$ cat config.mk
export PLATFORM = sky130hd
export DESIGN_NAME = data_mem_dump_ctrl_flat
export DESIGN_NICKNAME = d
export VERILOG_FILES = /design/src/rtl/dbg_pkg.sv /design/src/rtl/data_mem_dump_ctrl_if.sv /design/src/rtl/word_serializer.sv /design/src/rtl/data_mem_dump_ctrl.sv /design/src/flat_wrapper.sv
export SDC_FILE = /design/constraint.sdc
export NUM_CORES = 1
export LEC_CHECK = 0
export CAP_MARGIN = 40
export CORE_MARGIN = 2
export CORE_UTILIZATION = 52
export DETAILED_ROUTE_END_ITERATION = 10
export PLACE_DENSITY_LB_ADDON = 0.3
export SLEW_MARGIN = 20
export SYNTH_ARGS = -nofsm -noshare
export SYNTH_HDL_FRONTEND = slang
export SYNTH_HIERARCHICAL = 1
export SYNTH_SLANG_ARGS = --single-unit
$ cat constraint.sdc
create_clock -name clk -period 3.7 [get_ports clk]
set_clock_uncertainty 0.15 [all_clocks]
set_input_delay 0.74 -clock clk [delete_from_list [all_inputs] [get_ports clk]]
set_output_delay 0.74 -clock clk [all_outputs]
set_load 0.1 [all_outputs]
$ cat src/rtl/dbg_pkg.sv
// dbg_pkg: shared state encoding and word geometry for the debug dump sequencer.
package dbg_pkg;
  typedef enum logic [2:0] {
    IDLE = 3'd0,
    REQ  = 3'd1,
    WAIT = 3'd2,
    SEND = 3'd3,
    DONE = 3'd4
  } state_e;
  localparam int BYTES_PER_WORD = 4;
  localparam int WORD_SHIFT = 2;
endpackage

$ cat src/rtl/data_mem_dump_ctrl_if.sv
// data_mem_dump_ctrl_if: memory debug read port plus byte stream toward the UART TX.
interface data_mem_dump_ctrl_if #(
  parameter int ADDR_WIDTH = 6,
  parameter int DATA_WIDTH = 32
);
  logic                  o_mem_read_en;
  logic [ADDR_WIDTH-1:0] o_debug_addr;
  logic [DATA_WIDTH-1:0] i_debug_data;
  logic [7:0]            o_tx_data;
  logic                  o_tx_valid;
  logic                  i_tx_ready;
  modport master (
    output o_mem_read_en, o_debug_addr, o_tx_data, o_tx_valid,
    input  i_debug_data, i_tx_ready
  );
  modport slave (
    input  o_mem_read_en, o_debug_addr, o_tx_data, o_tx_valid,
    output i_debug_data, i_tx_ready
  );
endinterface

$ cat src/rtl/word_serializer.sv
// word_serializer: holds one word and emits its bytes LSB first over valid/ready.
module word_serializer
  import dbg_pkg::*;
(
  input  logic                        clk,
  input  logic                        rst,
  input  logic                        i_load,
  input  logic [8*BYTES_PER_WORD-1:0] i_word,
  input  logic                        i_valid,
  input  logic                        i_ready,
  output logic [7:0]                  o_data,
  output logic                        o_last
);
  logic [8*BYTES_PER_WORD-1:0] word_q, word_d;
  logic [1:0]                  idx_q, idx_d;
  logic                        fire;
  always_comb begin
    fire   = i_valid && i_ready;
    word_d = i_load ? i_word : word_q;
    idx_d  = i_load ? 2'd0 : fire ? idx_q + 2'd1 : idx_q;
  end
  assign o_last = fire && (idx_q == 2'(BYTES_PER_WORD - 1));
  assign o_data = i_valid ? word_q[{idx_q, 3'b000} +: 8] : 8'd0;
  always_ff @(posedge clk or negedge rst) begin
    if (!rst) begin
      word_q <= '0;
      idx_q  <= '0;
    end else begin
      word_q <= word_d;
      idx_q  <= idx_d;
    end
  end
endmodule

$ cat src/rtl/data_mem_dump_ctrl.sv
// data_mem_dump_ctrl: walks a word range of data memory via the debug port and streams it as bytes.
module data_mem_dump_ctrl
  import dbg_pkg::*;
#(
  parameter int DATA_WIDTH = 32,
  parameter int MEM_SIZE   = 64,
  parameter int ADDR_WIDTH = $clog2(MEM_SIZE),
  parameter int CNT_WIDTH  = $clog2(MEM_SIZE / 4) + 1
) (
  input  logic                  clk,
  input  logic                  rst,
  input  logic                  i_start,
  input  logic                  i_abort,
  input  logic [ADDR_WIDTH-1:0] i_base_addr,
  input  logic [CNT_WIDTH-1:0]  i_word_count,
  data_mem_dump_ctrl_if.master  bus,
  output logic                  o_busy,
  output logic                  o_done
);
  state_e                state_q, state_d;
  logic [ADDR_WIDTH-1:0] addr_q, addr_d;
  logic [CNT_WIDTH-1:0]  cnt_q, cnt_d;
  logic                  load, last, send;
  assign send = state_q == SEND;
  word_serializer u_ser (
    .clk     (clk),
    .rst     (rst),
    .i_load  (load),
    .i_word  (bus.i_debug_data[DATA_WIDTH-1:0]),
    .i_valid (send),
    .i_ready (bus.i_tx_ready),
    .o_data  (bus.o_tx_data),
    .o_last  (last)
  );
  always_comb begin
    state_d = state_q;
    addr_d  = addr_q;
    cnt_d   = cnt_q;
    load    = 1'b0;
    if (state_q == IDLE) begin
      if (i_start) begin
        state_d = (i_word_count != '0) ? REQ : DONE;
        addr_d  = (i_word_count != '0) ? (i_base_addr >> WORD_SHIFT) << WORD_SHIFT : addr_q;
        cnt_d   = (i_word_count != '0) ? i_word_count : cnt_q;
      end
    end else if (i_abort) begin
      state_d = IDLE;
    end else begin
      case (state_q)
        REQ:  state_d = WAIT;
        WAIT: begin
          state_d = SEND;
          load    = 1'b1;
        end
        SEND: if (last) begin
          cnt_d   = cnt_q - CNT_WIDTH'(1);
          // explicit wrap keeps non-power-of-two memory sizes correct
          addr_d  = (addr_q == ADDR_WIDTH'(MEM_SIZE - BYTES_PER_WORD)) ? '0
                  : addr_q + ADDR_WIDTH'(BYTES_PER_WORD);
          state_d = (cnt_q == CNT_WIDTH'(1)) ? DONE : REQ;
        end
        default: state_d = IDLE;
      endcase
    end
  end
  assign bus.o_mem_read_en = state_q == REQ;
  assign bus.o_debug_addr  = addr_q;
  assign bus.o_tx_valid    = send;
  assign o_busy            = state_q != IDLE;
  assign o_done            = state_q == DONE;
  always_ff @(posedge clk or negedge rst) begin
    if (!rst) begin
      state_q <= IDLE;
      addr_q  <= '0;
      cnt_q   <= '0;
    end else begin
      state_q <= state_d;
      addr_q  <= addr_d;
      cnt_q   <= cnt_d;
    end
  end
endmodule
$ cat src/flat_wrapper.sv
// flat-port wrapper written by rule: the top's interface ports become plain ports
module data_mem_dump_ctrl_flat import dbg_pkg::*;
#(
  parameter int DATA_WIDTH = 32,
  parameter int MEM_SIZE   = 64,
  parameter int ADDR_WIDTH = $clog2(MEM_SIZE),
  parameter int CNT_WIDTH  = $clog2(MEM_SIZE / 4) + 1
)
  (clk, rst, i_start, i_abort, i_base_addr, i_word_count, o_busy, o_done, bus_o_mem_read_en, bus_o_debug_addr, bus_o_tx_data, bus_o_tx_valid, bus_i_debug_data, bus_i_tx_ready);
  data_mem_dump_ctrl_if #(.ADDR_WIDTH(ADDR_WIDTH), .DATA_WIDTH(DATA_WIDTH)) bus_i ();
  input  logic clk;
  input  logic rst;
  input  logic i_start;
  input  logic i_abort;
  input  logic [ADDR_WIDTH-1:0] i_base_addr;
  input  logic [CNT_WIDTH-1:0] i_word_count;
  output logic o_busy;
  output logic o_done;
  output wire logic [$bits(bus_i.o_mem_read_en)-1:0] bus_o_mem_read_en;
  output wire logic [$bits(bus_i.o_debug_addr)-1:0] bus_o_debug_addr;
  output wire logic [$bits(bus_i.o_tx_data)-1:0] bus_o_tx_data;
  output wire logic [$bits(bus_i.o_tx_valid)-1:0] bus_o_tx_valid;
  input wire logic [$bits(bus_i.i_debug_data)-1:0] bus_i_debug_data;
  input wire logic [$bits(bus_i.i_tx_ready)-1:0] bus_i_tx_ready;
  assign bus_o_mem_read_en = bus_i.o_mem_read_en;
  assign bus_o_debug_addr = bus_i.o_debug_addr;
  assign bus_o_tx_data = bus_i.o_tx_data;
  assign bus_o_tx_valid = bus_i.o_tx_valid;
  assign bus_i.i_debug_data = bus_i_debug_data;
  assign bus_i.i_tx_ready = bus_i_tx_ready;
  data_mem_dump_ctrl #(.DATA_WIDTH(DATA_WIDTH), .MEM_SIZE(MEM_SIZE), .ADDR_WIDTH(ADDR_WIDTH), .CNT_WIDTH(CNT_WIDTH)) u_core (.clk(clk), .rst(rst), .i_start(i_start), .i_abort(i_abort), .i_base_addr(i_base_addr), .i_word_count(i_word_count), .bus(bus_i), .o_busy(o_busy), .o_done(o_done));
endmodule
==> impl_metrics.toml, run 1 <==
[setup_path]
rr_endpoint = "u_core/cnt_q[4]"
critical_path.max_fanout = 12
crit_arrival_ns = 2.30
worst_path_largest_cell_delay_ns = 0.65
critical_path_buf_inv_count = 1
critical-path-top-delay-family = "simple AND/OR/NAND/NOR gates"
worstPathCellList = "nand2_1, nor2_4, nand2_1, o22ai_4, buf_12"
r2r_start = "u_core/u_ser/idx_q[1]"
end_kind = "output port"
cpMostUsedCell = "nand2_1"
crit_type = "flop to output port"
slowest_stage = "dfrtp_1"
required_ns = 2.81
reg2reg_setup_slack_ns = 1.19
cp-start-kind = "flop"
r2r_cells = 7

[die]
dieArea_um2 = 5360
rows = 25
initial_core_util_pct = 53.5
io_pins = 66
die_y_um = 73.2
coreArea_um2 = 4660
die_x_um = 73.2

[global_routing]
grt_max_degree = 34
grt-ovfl-total = 0
grt_pass1_vias = 1780
grt_first_pass_wirelength_um = 8540
groute.usage.overall_pct = 21.6
antenna_found_initial = 0

[clocking]
clkLatencyLatePin_ns = 0.31
clockBufferDepth = 2
numCtsBuffers = 5
clk_pin_slew_ns = 0.09
htree_levels = 2
cts_sinks = 46
root_buffer = "clkbuf_8"
cts_resized = 0
hold_buffers = 0
postCtsSetupRepairBufs = 0
cts_tree = "done"

[final_layout]
num_antenna_cells = 0
nets = 314
register_area_um2 = 1150
drive_gt1_share_pct = 31.6
fill_cells = 305
multi_input_area_um2 = 1350
final_common_cell = "clkdlybuf4s50_1"
final_cell_mix = "47 x clkdlybuf4s50_1, 46 x dfrtp_1, 29 x mux2_4"
fin_util_pct = 74.9
area_delta_synth_final_pct = 40.1

[timing]
hold_viol = 0
max_freq_mhz = 313
final-max-slew-violation-count = 0
rsz0062_at_grt = "false"
hold_ws_ns = 0.178
period_share_pct = 86.3
setup-tns-final_ns = 0
finalSetupViolCount = 0
maxSlewHeadroom_pct = 49.4
period_needed_ns = 3.19
worstMarginPinSlew_ns = 0.757
worst_slack_ns = 0.508

[synthesis]
synth_area_per_cell_um2 = 12.8
synthesis.area_um2 = 2490
synth.yosys.seq_area_share_pct = 46.2
synth_cells = 195
async_flop_share_pct = 100
synth_edf_count = 0
yosysWarnings = 6
ys.flop_type = "dfrtp_1"
ys_types = 45
ys_seq_elements = 46

[detailed_routing]
antenna_left = 0
wl_per_cell_um = 16.7
drc = 0
wl_um = 5290
dr_total_vias = 1802
dr.pass1.iters = 4
drt-initial-drc-count = 91
via_per_inst = 5.68

[power_and_ir_drop]
p_leak_nw = 1.44
power_density_nw_per_um2 = 861
ir_drop_mv = 0.733
power_w = 0.00300

[place]
dp_hpwl_um = 4020
post-place-ws_ns = 0.667
port_buffers = 61
gp_congestion = 0.792

[status]
outcome = "completed"

[flow_run]
maxCapViolations = 0

[hold_path]
hp-class = "input pin to asynchronous set/reset pin"
worst reg2reg max path, stage by stage (launching register included):
cell	delay, ns
dfrtp_1	0.68
buf_4	0.31
ha_1	0.17
and3_1	0.18
and3_1	0.26
and2_1	0.29
nand3_1	0.11
a32o_1	0.26
flip-flops by register name (all words and copies together), names as in the netlist:
register,count
u_core/bus.o_debug_addr,4
u_core/u_ser/idx_q,2
u_core/cnt_q,5
u_core/state_q,3
u_core/u_ser/word_q,32
power breakdown:
group | internal, W | switching (W)
Sequential | 0.000747 | 0.000221
Clock | 0.000202 | 0.000176
Combinational | 0.000753 | 0.000905
logic make-up (layout without fill, tap and decap cells):
| logic type | after synthesis | count (layout) | share of synthesized area [%] |
|---|---|---|---|
| compound gates | 37 | 37 | 11.0 |
| xor+xnor | 1 | 1 | 0.351 |
| fa+ha+maj | 4 | 4 | 2.01 |
| buf+inv | 17 | 84 | 5.07 |
| flops | 46 | 46 | 46.2 |
| mux | 51 | 51 | 26.5 |
| other cells | 1 | 2 | 0.150 |
| simple gates | 38 | 38 | 8.74 |
layout make-up:
type                    instances  share of cell area (%)
repair buffers                 69                    22.5
clock inverters                 3                    1.25
inverters                       7                   0.753
clock buffers                   5                    1.97
well taps                      54                    1.94
flip-flops and latches         46                    33.0
multi-input cells             133                    38.6
how the worst max path moves through the flow:
stage	startpoint	endpoint	slack (ns)	cells past startpoint
2_1_floorplan	u_core/state_q[0]	o_done	0.002	2
3_3_place_gp	i_abort	u_core/u_ser/word_q[11]	0.71	6
3_5_place_dp	i_abort	u_core/u_ser/word_q[28]	0.67	6
4_1_cts	u_core/state_q[0]	bus_o_tx_data[6]	0.48	5
5_1_grt	u_core/state_q[0]	bus_o_tx_data[2]	0.33	6
6_report	u_core/state_q[0]	bus_o_tx_data[6]	0.51	5
per-layer routing:
| layer | track usage (%) | vias to the layer above | share of wire [%] |
|---|---|---|---|
| met3 | 5.94 | 9 | 5.7 |
| met4 | 7.41 | 0 | 1.9 |
| met5 | 0 | - | 0 |
| met2 | 33.0 | 63 | 48 |
| li1 | - | 851 | - |
| met1 | 29.5 | 879 | 44 |
cell usage after synthesis, types with 2 or more instances:
library cell   n  share of area (%)
buf_6          5                2.3
inv_1          6               0.90
o21ai_0        7                1.4
nor2_1         5               0.75
dfrtp_1       46                 46
nand3_1        7                1.4
mux2_2         4                1.8
ha_1           4                2.0
and3_1         2               0.50
buf_4          2               0.60
o22ai_1        8                2.0
nand2_1       11                1.7
nor3b_1        3               0.90
a21bo_2        2               0.80
a21oi_1        8                1.6
mux2_4        29                 17
mux2i_1       18                7.2
per-stage QoR:
step	std cells	area [µm²]
2_1_floorplan	196	2620
3_3_place_gp	304	3300
3_5_place_dp	309	3380
4_1_cts	317	3490
5_1_grt	317	3490
6_report	317	3490
Power figures use the tool's default switching activity.
==> run 2: changes to the inputs <==
--- a/config.mk
+++ b/config.mk
@@ -8,6 +8,7 @@
 export CAP_MARGIN = 40
 export CORE_MARGIN = 2
 export CORE_UTILIZATION = 52
+export CTS_CLUSTER_SIZE = 8
 export DETAILED_ROUTE_END_ITERATION = 10
 export PLACE_DENSITY_LB_ADDON = 0.3
 export SLEW_MARGIN = 20
==> results of run 2 <==
Same layout as run 1: the final DEF is identical, and so are final timing and power.
==> run 3: changes to the inputs <==
--- a/config.mk
+++ b/config.mk
@@ -10,7 +10,7 @@
 export CORE_UTILIZATION = 52
 export CTS_CLUSTER_SIZE = 8
 export DETAILED_ROUTE_END_ITERATION = 10
-export PLACE_DENSITY_LB_ADDON = 0.3
+export PLACE_DENSITY = 0.83
 export SLEW_MARGIN = 20
 export SYNTH_ARGS = -nofsm -noshare
 export SYNTH_HDL_FRONTEND = slang
==> run 3 against run 2 <==
Critical path depth stayed put. Power is 1.7% lower. Via count decreased by 1.6%. Critical endpoint is now bus_o_tx_data[5]. Highest routed layer unchanged.
==> impl_metrics.toml, run 3 (same netlist as run 1, synthesis figures left out) <==
[final_layout]
nets = 315
area_delta_synth_final_pct = 40.0
fill_cells = 298
multi_input_area_um2 = 1350
design_area_um2 = 3490
final_common_cell = "clkdlybuf4s50_1"
drive_gt1_share_pct = 31.4
register_area_um2 = 1150
largest_reg_flops = 32
stdcell_count = 318
largest-register = "u_core/u_ser/word_q"
num_antenna_cells = 0
final_cell_mix = "48 x clkdlybuf4s50_1, 46 x dfrtp_1, 29 x mux2_4"

[global_routing]
grt_first_pass_wirelength_um = 8400
groute.usage.overall_pct = 20.1
antenna_found_initial = 0
grt_max_degree = 34
grt-ovfl-total = 0
grt_pass1_vias = 1745

[timing]
hold_ws_ns = 0.186
period_needed_ns = 3.20
maxSlewHeadroom_pct = 48.4
max_freq_mhz = 312
setup-tns-final_ns = 0
hold_viol = 0
rsz0062_at_grt = "false"
finalSetupViolCount = 0
worst_slack_ns = 0.499
period_share_pct = 86.5
worstMarginPinSlew_ns = 0.772
final-max-slew-violation-count = 0

[setup_path]
end_kind = "output port"
cp-start-kind = "flop"
crit_type = "flop to output port"
critical_path_buf_inv_count = 1
slowest_stage = "dfrtp_1"
crit_arrival_ns = 2.31
required_ns = 2.81
critical_path.max_fanout = 12
worst_path_largest_cell_delay_ns = 0.65
worstPathCellList = "nand2_1, nor2_4, nand2_1, o22ai_4, buf_12"
cpMostUsedCell = "nand2_1"
critical-path-top-delay-family = "simple AND/OR/NAND/NOR gates"

[status]
outcome = "completed"

[clocking]
cts_tree = "done"
numCtsBuffers = 5
cts_sinks = 46
hold_buffers = 0
cts_resized = 0
clockBufferDepth = 2
clk_pin_slew_ns = 0.10
root_buffer = "clkbuf_8"
postCtsSetupRepairBufs = 0
clkLatencyLatePin_ns = 0.30
htree_levels = 2

[power_and_ir_drop]
seq_power_share_pct = 32.7
power_switching_w = 0.00130
intPower_w = 0.00165
ir_drop_mv = 0.478
p_leak_nw = 1.44
p_clk_share_pct = 10.7
power_density_nw_per_um2 = 846
swShare_pct = 44.1
p_comb_share_pct = 56.6

[detailed_routing]
via_per_inst = 5.58
dr_total_vias = 1773
drt-initial-drc-count = 88
drc = 0
wl_um = 5220
antenna_left = 0
dr.pass1.iters = 4
wl_per_cell_um = 16.4

[die]
die_x_um = 73.2
initial_core_util_pct = 53.5
dieArea_um2 = 5360
coreArea_um2 = 4660
die_y_um = 73.2
io_pins = 66
rows = 25

[place]
placedCellCount = 310
gp_congestion = 0.791
dp_hpwl_um = 3930
dpl_cell_area_um2 = 3400
post-place-ws_ns = 0.723
port_buffers = 61

[hold_path]
hp-class = "input pin to asynchronous set/reset pin"

[flow_run]
maxCapViolations = 0
[run 3: changes by cell type in the layout (fill, tap and decap cells not counted)]
| cell | change |
|---|---|
| bufinv_16 | -1 |
| clkinvlp_4 | +1 |
| clkinv_2 | -1 |
| buf_4 | -1 |
| clkinv_4 | +1 |
| buf_8 | +1 |
| clkdlybuf4s50_1 | +1 |
[run 3: cell type report]
class | count | area share [%]
Clock inverter | 3 | 0.717
Tap cell | 54 | 1.94
Inverter | 7 | 0.753
Clock buffer | 5 | 1.97
Timing Repair Buffer | 70 | 23.0
Sequential cell | 46 | 33.0
Multi-Input combinational cell | 133 | 38.7
[run 3: per-stage QoR]
step / utilization, % / total power, W
detailed placement: 72.9 / 0.00264
CTS: 74.9 / 0.00297
global placement: 70.9 / 0.00252
floorplan: - / 0.00222
global route: 74.9 / 0.00312
finish: 74.9 / 0.00295
[run 3: final timing paths]
path                                              start                       to  slack, ns  depth (start not counted)
max in group asynchronous                           rst   u_core/u_ser/word_q[9]       2.72                          2
worst max register to register        u_core/state_q[0]          u_core/cnt_q[4]       1.30                          7
min in group clk                u_core/u_ser/word_q[19]  u_core/u_ser/word_q[19]       0.36                          1
worst min-delay path                                rst        u_core/state_q[1]       0.19                          1
worst max-delay path                  u_core/state_q[0]         bus_o_tx_data[5]       0.50                          5
worst min register to register  u_core/u_ser/word_q[19]  u_core/u_ser/word_q[19]       0.36                          1
[run 3: routing by layer]
layer	GRT usage, %	vias to the layer above	part of all wire (%)
met2	31.8	39	50
met3	3.04	6	2.8
met5	0	-	0
met1	29.4	874	46
li1	-	854	-
met4	4.32	0	1.4
[run 3: power by group through the flow]
| stage | sequential, W | combinational, W | clock, W |
|---|---|---|---|
| 2_1_floorplan | 0.00104 | 0.00118 | 0 |
| 3_3_place_gp | 0.000962 | 0.00156 | 0 |
| 3_5_place_dp | 0.000972 | 0.00167 | 0 |
| 4_1_cts | 0.000966 | 0.00168 | 0.000326 |
| 5_1_grt | 0.00101 | 0.00176 | 0.000350 |
| 6_report | 0.000966 | 0.00167 | 0.000316 |
